--- src/rtl/t05_huff_tree_ctrl.sv ---
// t05_huff_tree_ctrl
// Huffman tree build sequencer. Owns the shared SRAM port and repeatedly
// scans histogram + node region, feeds non-zero counts to the least-value
// finder, then writes the merged node and wipes both merged entries, until
// a single entry remains.
//
// state     | meaning
// ----------+-----------------------------------------------------------
// S_IDLE    | waiting for start after reset
// S_CLEAR   | pulse fl_clear, rewind scan pointer
// S_RD_REQ  | read request for entry p (same-cycle ack allowed)
// S_RD_WAIT | read request held until ack
// S_SETTLE  | wait for finder latency after the last forwarded entry
// S_DECIDE  | inspect finder result: finish, fail or merge
// S_WR_NODE | write merged sum into next node slot, pulse tree_we on ack
// S_WIPE1   | write zero over the first merged entry
// S_WIPE2   | write zero over the second merged entry, bump node count
// S_DONE    | result valid; start begins a fresh build
module t05_huff_tree_ctrl #(
  parameter int HIST_N = 256,
  parameter int NODE_N = 128,
  parameter int FL_LAT = 1
) (
  input  logic        clk,
  input  logic        rst,
  input  logic        start,
  output logic        mem_req,
  output logic        mem_we,
  output logic [8:0]  mem_addr,
  output logic [63:0] mem_wdata,
  input  logic [63:0] mem_rdata,
  input  logic        mem_ack,
  output logic        fl_clear,
  output logic        fl_valid,
  output logic [8:0]  fl_idx,
  output logic [63:0] fl_val,
  input  logic [8:0]  fl_least1,
  input  logic [8:0]  fl_least2,
  input  logic [63:0] fl_sum,
  output logic        tree_we,
  output logic [6:0]  tree_idx,
  output logic [8:0]  tree_left,
  output logic [8:0]  tree_right,
  output logic        busy,
  output logic        done,
  output logic        err,
  output logic [8:0]  root,
  output logic [7:0]  node_cnt
);

  localparam logic [8:0] ID_NONE = 9'h180;

  typedef enum logic [3:0] {
    S_IDLE,
    S_CLEAR,
    S_RD_REQ,
    S_RD_WAIT,
    S_SETTLE,
    S_DECIDE,
    S_WR_NODE,
    S_WIPE1,
    S_WIPE2,
    S_DONE
  } state_t;

  state_t      state;
  state_t      state_n;

  logic [9:0]  p;
  logic [9:0]  scan_last_p;
  logic [7:0]  p_node;
  logic [7:0]  settle_cnt;
  logic [8:0]  l1_q;
  logic [8:0]  l2_q;
  logic [63:0] sum_q;
  logic [8:0]  node_addr;
  logic        rd_state;
  logic        rd_ack;
  logic        rd_last;
  logic        none_l1;
  logic        none_l2;
  logic        node_full;

  // SRAM word address of an entry id (histogram char or internal node)
  function automatic logic [8:0] addr_of(input logic [8:0] id);
    logic [8:0] a;
    if (id[8]) begin
      a = 9'(HIST_N) + {1'b0, id[7:0]};
    end else begin
      a = {1'b0, id[7:0]};
    end
    return a;
  endfunction

  // Scan covers every histogram slot plus the nodes created so far
  assign scan_last_p = 10'(HIST_N) + {2'b00, node_cnt} - 10'd1;
  assign p_node      = 8'(p - 10'(HIST_N));
  assign node_addr   = 9'(HIST_N) + {1'b0, node_cnt};
  assign rd_state    = (state == S_RD_REQ) || (state == S_RD_WAIT);
  assign rd_ack      = rd_state && mem_ack;
  assign rd_last     = (p == scan_last_p);
  assign none_l1     = (fl_least1 == ID_NONE);
  assign none_l2     = (fl_least2 == ID_NONE);
  assign node_full   = (node_cnt == 8'(NODE_N));

  assign busy       = (state != S_IDLE) && (state != S_DONE);
  assign done       = (state == S_DONE);
  assign tree_idx   = node_cnt[6:0];
  assign tree_left  = l1_q;
  assign tree_right = l2_q;

  // State register; reset drops out of any SRAM transaction immediately
  always_ff @(posedge clk or posedge rst) begin
    if (rst) begin
      state <= S_IDLE;
    end else begin
      state <= state_n;
    end
  end

  // Next-state and SRAM / finder / tree strobes decoded from the state
  always_comb begin
    state_n   = state;
    mem_req   = 1'b0;
    mem_we    = 1'b0;
    mem_addr  = 9'd0;
    mem_wdata = 64'd0;
    fl_clear  = 1'b0;
    tree_we   = 1'b0;
    case (state)
      S_IDLE, S_DONE: begin
        if (start) begin
          state_n = S_CLEAR;
        end
      end
      S_CLEAR: begin
        fl_clear = 1'b1;
        state_n  = S_RD_REQ;
      end
      S_RD_REQ, S_RD_WAIT: begin
        mem_req  = 1'b1;
        mem_addr = p[8:0];
        if (mem_ack) begin
          state_n = rd_last ? S_SETTLE : S_RD_REQ;
        end else begin
          state_n = S_RD_WAIT;
        end
      end
      S_SETTLE: begin
        if (settle_cnt == 8'd0) begin
          state_n = S_DECIDE;
        end
      end
      S_DECIDE: begin
        if (none_l2) begin
          state_n = S_DONE;
        end else if (node_full) begin
          state_n = S_DONE;
        end else begin
          state_n = S_WR_NODE;
        end
      end
      S_WR_NODE: begin
        mem_req   = 1'b1;
        mem_we    = 1'b1;
        mem_addr  = node_addr;
        mem_wdata = sum_q;
        if (mem_ack) begin
          tree_we = 1'b1;
          state_n = S_WIPE1;
        end
      end
      S_WIPE1: begin
        mem_req  = 1'b1;
        mem_we   = 1'b1;
        mem_addr = addr_of(l1_q);
        if (mem_ack) begin
          state_n = S_WIPE2;
        end
      end
      S_WIPE2: begin
        mem_req  = 1'b1;
        mem_we   = 1'b1;
        mem_addr = addr_of(l2_q);
        if (mem_ack) begin
          state_n = S_CLEAR;
        end
      end
      default: begin
        state_n = S_IDLE;
      end
    endcase
  end

  // Scan pointer, finder feed, latched merge result and build status
  always_ff @(posedge clk or posedge rst) begin
    if (rst) begin
      p          <= 10'd0;
      settle_cnt <= 8'd0;
      fl_valid   <= 1'b0;
      fl_idx     <= 9'd0;
      fl_val     <= 64'd0;
      l1_q       <= 9'd0;
      l2_q       <= 9'd0;
      sum_q      <= 64'd0;
      node_cnt   <= 8'd0;
      err        <= 1'b0;
      root       <= ID_NONE;
    end else begin
      fl_valid <= 1'b0;
      case (state)
        S_IDLE, S_DONE: begin
          if (start) begin
            node_cnt <= 8'd0;
            err      <= 1'b0;
            root     <= ID_NONE;
          end
        end
        S_CLEAR: begin
          p <= 10'd0;
        end
        S_RD_REQ, S_RD_WAIT: begin
          if (rd_ack) begin
            // empty slots (unused chars, wiped entries) never reach the finder
            if (mem_rdata != 64'd0) begin
              fl_valid <= 1'b1;
              fl_val   <= mem_rdata;
              if (p < 10'(HIST_N)) begin
                fl_idx <= {1'b0, p[7:0]};
              end else begin
                fl_idx <= {1'b1, p_node};
              end
            end
            p          <= p + 10'd1;
            settle_cnt <= 8'(FL_LAT - 1);
          end
        end
        S_SETTLE: begin
          if (settle_cnt != 8'd0) begin
            settle_cnt <= settle_cnt - 8'd1;
          end
        end
        S_DECIDE: begin
          l1_q  <= fl_least1;
          l2_q  <= fl_least2;
          sum_q <= fl_sum;
          if (none_l2) begin
            // a lone survivor is the root; nothing at all means empty input
            err  <= none_l1;
            root <= fl_least1;
          end else if (node_full) begin
            err  <= 1'b1;
            root <= ID_NONE;
          end
        end
        S_WIPE2: begin
          if (mem_ack) begin
            node_cnt <= node_cnt + 8'd1;
          end
        end
        default: begin
        end
      endcase
    end
  end

endmodule

--- config.mk ---
export PLATFORM = sky130hd
export DESIGN_NAME = t05_huff_tree_ctrl
export DESIGN_NICKNAME = d
export VERILOG_FILES = /design/src/rtl/t05_huff_tree_ctrl.sv
export SDC_FILE = /design/constraint.sdc
export NUM_CORES = 1
export LEC_CHECK = 0
export CAP_MARGIN = 25
export CORE_UTILIZATION = 40
export DETAILED_ROUTE_END_ITERATION = 16
export PLACE_DENSITY = 0.82
export REMOVE_ABC_BUFFERS = 1
export SYNTH_ARGS = -nofsm -noshare
export SYNTH_HDL_FRONTEND = slang
export SYNTH_SLANG_ARGS = --single-unit
--- constraint.sdc ---
create_clock -name clk -period 7.8 [get_ports clk]
set_clock_uncertainty 0.2 [all_clocks]
set_input_delay 1.56 -clock clk [delete_from_list [all_inputs] [get_ports clk]]
set_output_delay 1.56 -clock clk [all_outputs]
set_load 0.02 [all_outputs]
== After elaboration in Yosys (flattened, before gate mapping) ==
Cells that the tools add are included.
Storage, ports and cells
  bits of input ports: 150
  word-level logic and storage cells: 105
  flip-flop bits (word level): 196
  output and inout port bits: 196
Cells by class
  muxes and demuxes: 39
  reductions and logical operators: 22
  equal/unequal tests: 22
  $add $sub $neg: 9
  magnitude comparators: 1
Operators with widths (count)
  $mux 64: 1
  $reduce_bool 64->1: 1
  $mux 9: 6
  $pmux 9 s4: 1
  $mux 8: 4
  $pmux 4 s8: 1
  $pmux 8 s2: 2
  $mux 4: 7
  $add 9x8->9 const A: 3
  $pmux 10 s2: 1
  $eq 9x9->1 const B: 2
  $pmux 9 s2: 1
  $eq 4x3->1 const B: 4
  $sub 8x1->8 const B: 2
  $ne 2x2->1 const B: 7
  $reduce_and 3->1: 4
  $mux 1: 11
  $add 10x1->10 const B: 1
  $add 9x8->10 const A: 1
  $eq 10x10->1: 1
  $lt 10x9->1 const B: 1
  $mux 10: 1
  $sub 10x1->10 const B: 1
  $add 8x1->8 const B: 1
  20 further kinds: 28

== Logic depth before layout (Yosys ltp) ==
  word-level depth: 6
  gate-level depth with buffers: 8
  depth with buffers taken out: 7

== Worst setup path after synthesis ==
OpenSTA, ideal clock, no wires.
  kind: input to output
  start: input port mem_ack
  end: output port tree_we
  path slack: 4018 ps
  arrival time: 2022 ps
  buffers on the path: 1
  cell stages on the path: 2
  path through: clkbuf_1 -> and2_1
Between the ends
  word-level cells in the longest chain between the ends: 2
Ends and longest elaborated chain
  start, declared: line 32  | input logic mem_ack,
  $mux 1: line 168  | if (mem_ack) begin
  $mux 1: line 130  | case (state)
  end, declared: line 40  | output logic tree_we,
No other way between the ends.

== Final worst setup path ==
  start: register state[3]
  end: output port mem_wdata[42]
Between the ends
  word-level cells in the longest chain between the ends: 2
Ends and longest elaborated chain
  start, declared: line 66  | state_t state;
  start signal, assigned: line 117  | state <= state_n;
  $eq 4x3->1: line 130
  $mux 64: line 130
  end, declared: line 30  | output logic [63:0] mem_wdata,
No other way between the ends.

==> results.cfg <==
[logic_synthesis]
yosys.cell_count.top_type = sky130_fd_sc_hd__dfrtp_1
synth.lib_cells_used.distinct = 60
post_synth_instance_area_um2 = 9080
ys_async_sr_fraction_pct = 100
post_synth_inst_count = 722
synth.yosys.seq_area_share_pct = 54.1
post_synth_main_area_contributors = sky130_fd_sc_hd__dfrtp_1, sky130_fd_sc_hd__mux2_2, sky130_fd_sc_hd__and2_1
ys_dominant_reg_cell = sky130_fd_sc_hd__dfrtp_1
ys_top_cells_by_count = sky130_fd_sc_hd__dfrtp_1, sky130_fd_sc_hd__mux2_2, sky130_fd_sc_hd__and2_1
number_of_enable_flip_flop_cells_after_synthesis = 0
post-synth-top-area-cell = sky130_fd_sc_hd__dfrtp_1
yosys.area.top_type_share_pct = 53.5
synth-warning-count = 0
syn-mean-instance-area_um2 = 12.6
synth.ff_latch_count = 196

[layout]
fillers = 1765
layout-drive-gt1-share_pct = 20.0
final_cells = 1337
diodes = 0
fin_nets = 1200
area_growth_pct = 46.1

[power_and_ir_drop]
p_leak_nw = 5.63
finalPower_mw = 3.77
ir_drop_mv = 0.129
power-per-cell-area_nw_per_um2 = 284

[sta]
timing.final.crit_period_ns = 5.02
timing.slew.headroom_pct = 34.3
final_max_slew_viol_count = 0
final_min_period_over_clock_period_pct = 64.3
grt_setup_unrepaired = no
fin_setup_tns_ns = 0
peak_freq_ghz = 0.199
setup_viol = 0
worstMarginPinSlew_ns = 0.985
hold_viol = 0

[worst_setup_path]
ff2ff_setup_slack_ns = 3.78
cp.arrival_ns = 3.26
timing_worst_setup_path_type = flop to output pin
reg2reg_to = fl_val[21]$_DFFE_PP0P_
timing.critical_path.to_type = output pin
start_kind = flop
regToRegStartpoint = state[1]$_DFFE_PP0P_
reg2reg_depth = 6
slowest_delay_ns = 0.65
timing.critical_path.fanout_max = 66
cp.required_ns = 6.04
critical_path.slowest_cell = sky130_fd_sc_hd__nand3b_1
path_buf_inv = 2
crit_path_cell_trace = nand3b_1, nor2_4, buf_4, and2_1, clkdlybuf4s50_1
path_delay_family = buffers and inverters

[route]
avgViaCountPerCell = 5.18
post-route-drc-count = 16
wl_um = 24800
initialDrtViolationCount = 298
drt_pre_antenna_iters = 10
routed_wire_length_per_instance_um = 18.6
ant_nets = 0
dr_total_vias = 6924

[run]
count_of_max_cap_constraint_violations = 0

[grt]
grt_max_degree = 130
groute.usage.overall_pct = 21.4
vias_in_the_first_global_route = 7043
antenna_found_initial = 0
grt_pass1_wl_um = 39200
global_route.overflow_total = 0

[worst_hold_path]
whs_path_depth = 2
hold_end = root[7]$_DFFE_PP1P_
worstHoldStart = root[7]$_DFFE_PP1P_
hold_path.class = flop to flop

[floorplanning]
io_pins = 346
core.rowCount = 54
initial_core_util_pct = 41.2
placeableCoreArea_um2 = 22000
die-height_um = 153
die_w_um = 153
dieArea_um2 = 23300

[placed_design]
post-dp-hpwl_um = 18200
placedCellCount = 1304
routabilityCongestion = 0.835
port_buffers = 345

[clocking]
cts.sinks = 196
postCtsSetupRepairBufs = 0
cts_resized = 0
cts-hold-fix-buffers = 0
h-tree-depth = 4
cts_tree = built
clock_latency_ns = 0.42
cts.path.max_buffers = 2
cts_made_buffers = 17
clkTransAtPathRegs_ns = 0.07
ctsRootBufferMaster = sky130_fd_sc_hd__clkbuf_16

[outcome]
status = finished with violations
failed_checks = design-rule violations
sequential cells by signal, summed over array words and instances (netlist names):
name	cells
err	1
fl_idx	9
fl_val	64
fl_valid	1
node_cnt	8
p	10
root	9
settle_cnt	8
state	4
sum_q	64
tree_left	9
tree_right	9
metal layers:
layer | up-vias | wire length, µm | GRT usage, %
met5 | - | 0 | 0
met4 | 0 | 636 | 7.22
met3 | 44 | 2110 | 7.05
met2 | 279 | 12200 | 35.4
met1 | 3402 | 9900 | 26.4
li1 | 3199 | - | -
cell usage in the layout, fill, tap and decap left out, types with 4 or more instances in the layout:
| cell | n |
|---|---|
| sky130_fd_sc_hd__clkbuf_16 | 17 |
| sky130_fd_sc_hd__inv_6 | 4 |
| sky130_fd_sc_hd__a21oi_1 | 7 |
| sky130_fd_sc_hd__mux2_2 | 150 |
| sky130_fd_sc_hd__mux2_1 | 4 |
| sky130_fd_sc_hd__nor4_1 | 23 |
| sky130_fd_sc_hd__clkdlybuf4s50_1 | 345 |
| sky130_fd_sc_hd__a221o_1 | 8 |
| sky130_fd_sc_hd__or3_1 | 6 |
| sky130_fd_sc_hd__mux2i_1 | 12 |
| sky130_fd_sc_hd__inv_8 | 6 |
| sky130_fd_sc_hd__inv_1 | 15 |
| sky130_fd_sc_hd__ha_1 | 6 |
| sky130_fd_sc_hd__nand4_1 | 9 |
| sky130_fd_sc_hd__nor3_1 | 4 |
| sky130_fd_sc_hd__a22o_1 | 7 |
| sky130_fd_sc_hd__dfrtp_1 | 194 |
| sky130_fd_sc_hd__nand2b_1 | 6 |
| sky130_fd_sc_hd__nor2_1 | 32 |
| sky130_fd_sc_hd__and2_1 | 67 |
| sky130_fd_sc_hd__nand2_1 | 23 |
| sky130_fd_sc_hd__xnor2_1 | 14 |
| sky130_fd_sc_hd__and3_1 | 6 |
| sky130_fd_sc_hd__nor4b_1 | 4 |
| sky130_fd_sc_hd__xor2_1 | 12 |
| sky130_fd_sc_hd__o21ai_0 | 9 |
| sky130_fd_sc_hd__nand3_1 | 9 |
| sky130_fd_sc_hd__buf_4 | 6 |
power by group:
group | switching [mW] | total [mW] | internal (mW)
sequential | 0.224 | 1.57 | 1.34
clock | 0.432 | 0.860 | 0.428
combinational | 0.614 | 1.34 | 0.726
total | 1.27 | 3.77 | 2.50
kinds of logic after synthesis:
kind of cell | synth area share, %
and+or+nand+nor | 13.7
DFF | 54.1
muxes | 20.6
buffers and inverters | 3.69
AOI/OAI and AO/OA | 4.64
xor gates and xnor gates | 2.51
adders and majority gates | 0.827
metrics by stage:
| step | area, µm² | utilization, % | worst slack (ns) | hold WS [ns] |
|---|---|---|---|---|
| floorplan | 8800 | - | 0.703 | 0.249 |
| global placement | 12700 | 57.6 | 3.07 | 0.249 |
| detailed placement | 12700 | 57.6 | 3.02 | 0.252 |
| CTS | 13200 | 60.1 | 2.78 | 0.264 |
| global route | 13300 | 60.2 | 2.61 | 0.288 |
| finish | 13300 | 60.2 | 2.78 | 0.261 |
worst register-to-register path: cells and delay by family (launching register included):
| kind | cells | cell delay, ns |
|---|---|---|
| buffers and inverters | 2 | 0.76 |
| muxes | 1 | 0.45 |
| and+or+nand+nor | 3 | 1.86 |
| DFF | 1 | 0.62 |
worst max-delay path by stage:
stage	cells after the start	slack, ns	to	start
floorplan	1	0.70	err$_DFFE_PP0P_	rst
global placement	3	3.07	tree_we	mem_ack
detailed placement	3	3.02	tree_we	mem_ack
global route	5	2.61	mem_wdata[32]	state[3]$_DFFE_PP0P_
finish	5	2.78	mem_wdata[42]	state[3]$_DFFE_PP0P_
CTS	5	2.78	mem_wdata[17]	state[3]$_DFFE_PP0P_
layout make-up:
class / instances / area [µm²] / share of cell area [%]
sequential: 196 / 4910 / 37.0
multi-input combinational: 461 / 3850 / 29.1
timing repair buffer: 352 / 3510 / 26.5
clock buffer: 18 / 429 / 3.24
tap: 280 / 350 / 2.64
clock inverter: 14 / 138 / 1.04
inverter: 16 / 67.6 / 0.510
(Power assumes the default switching activity.)
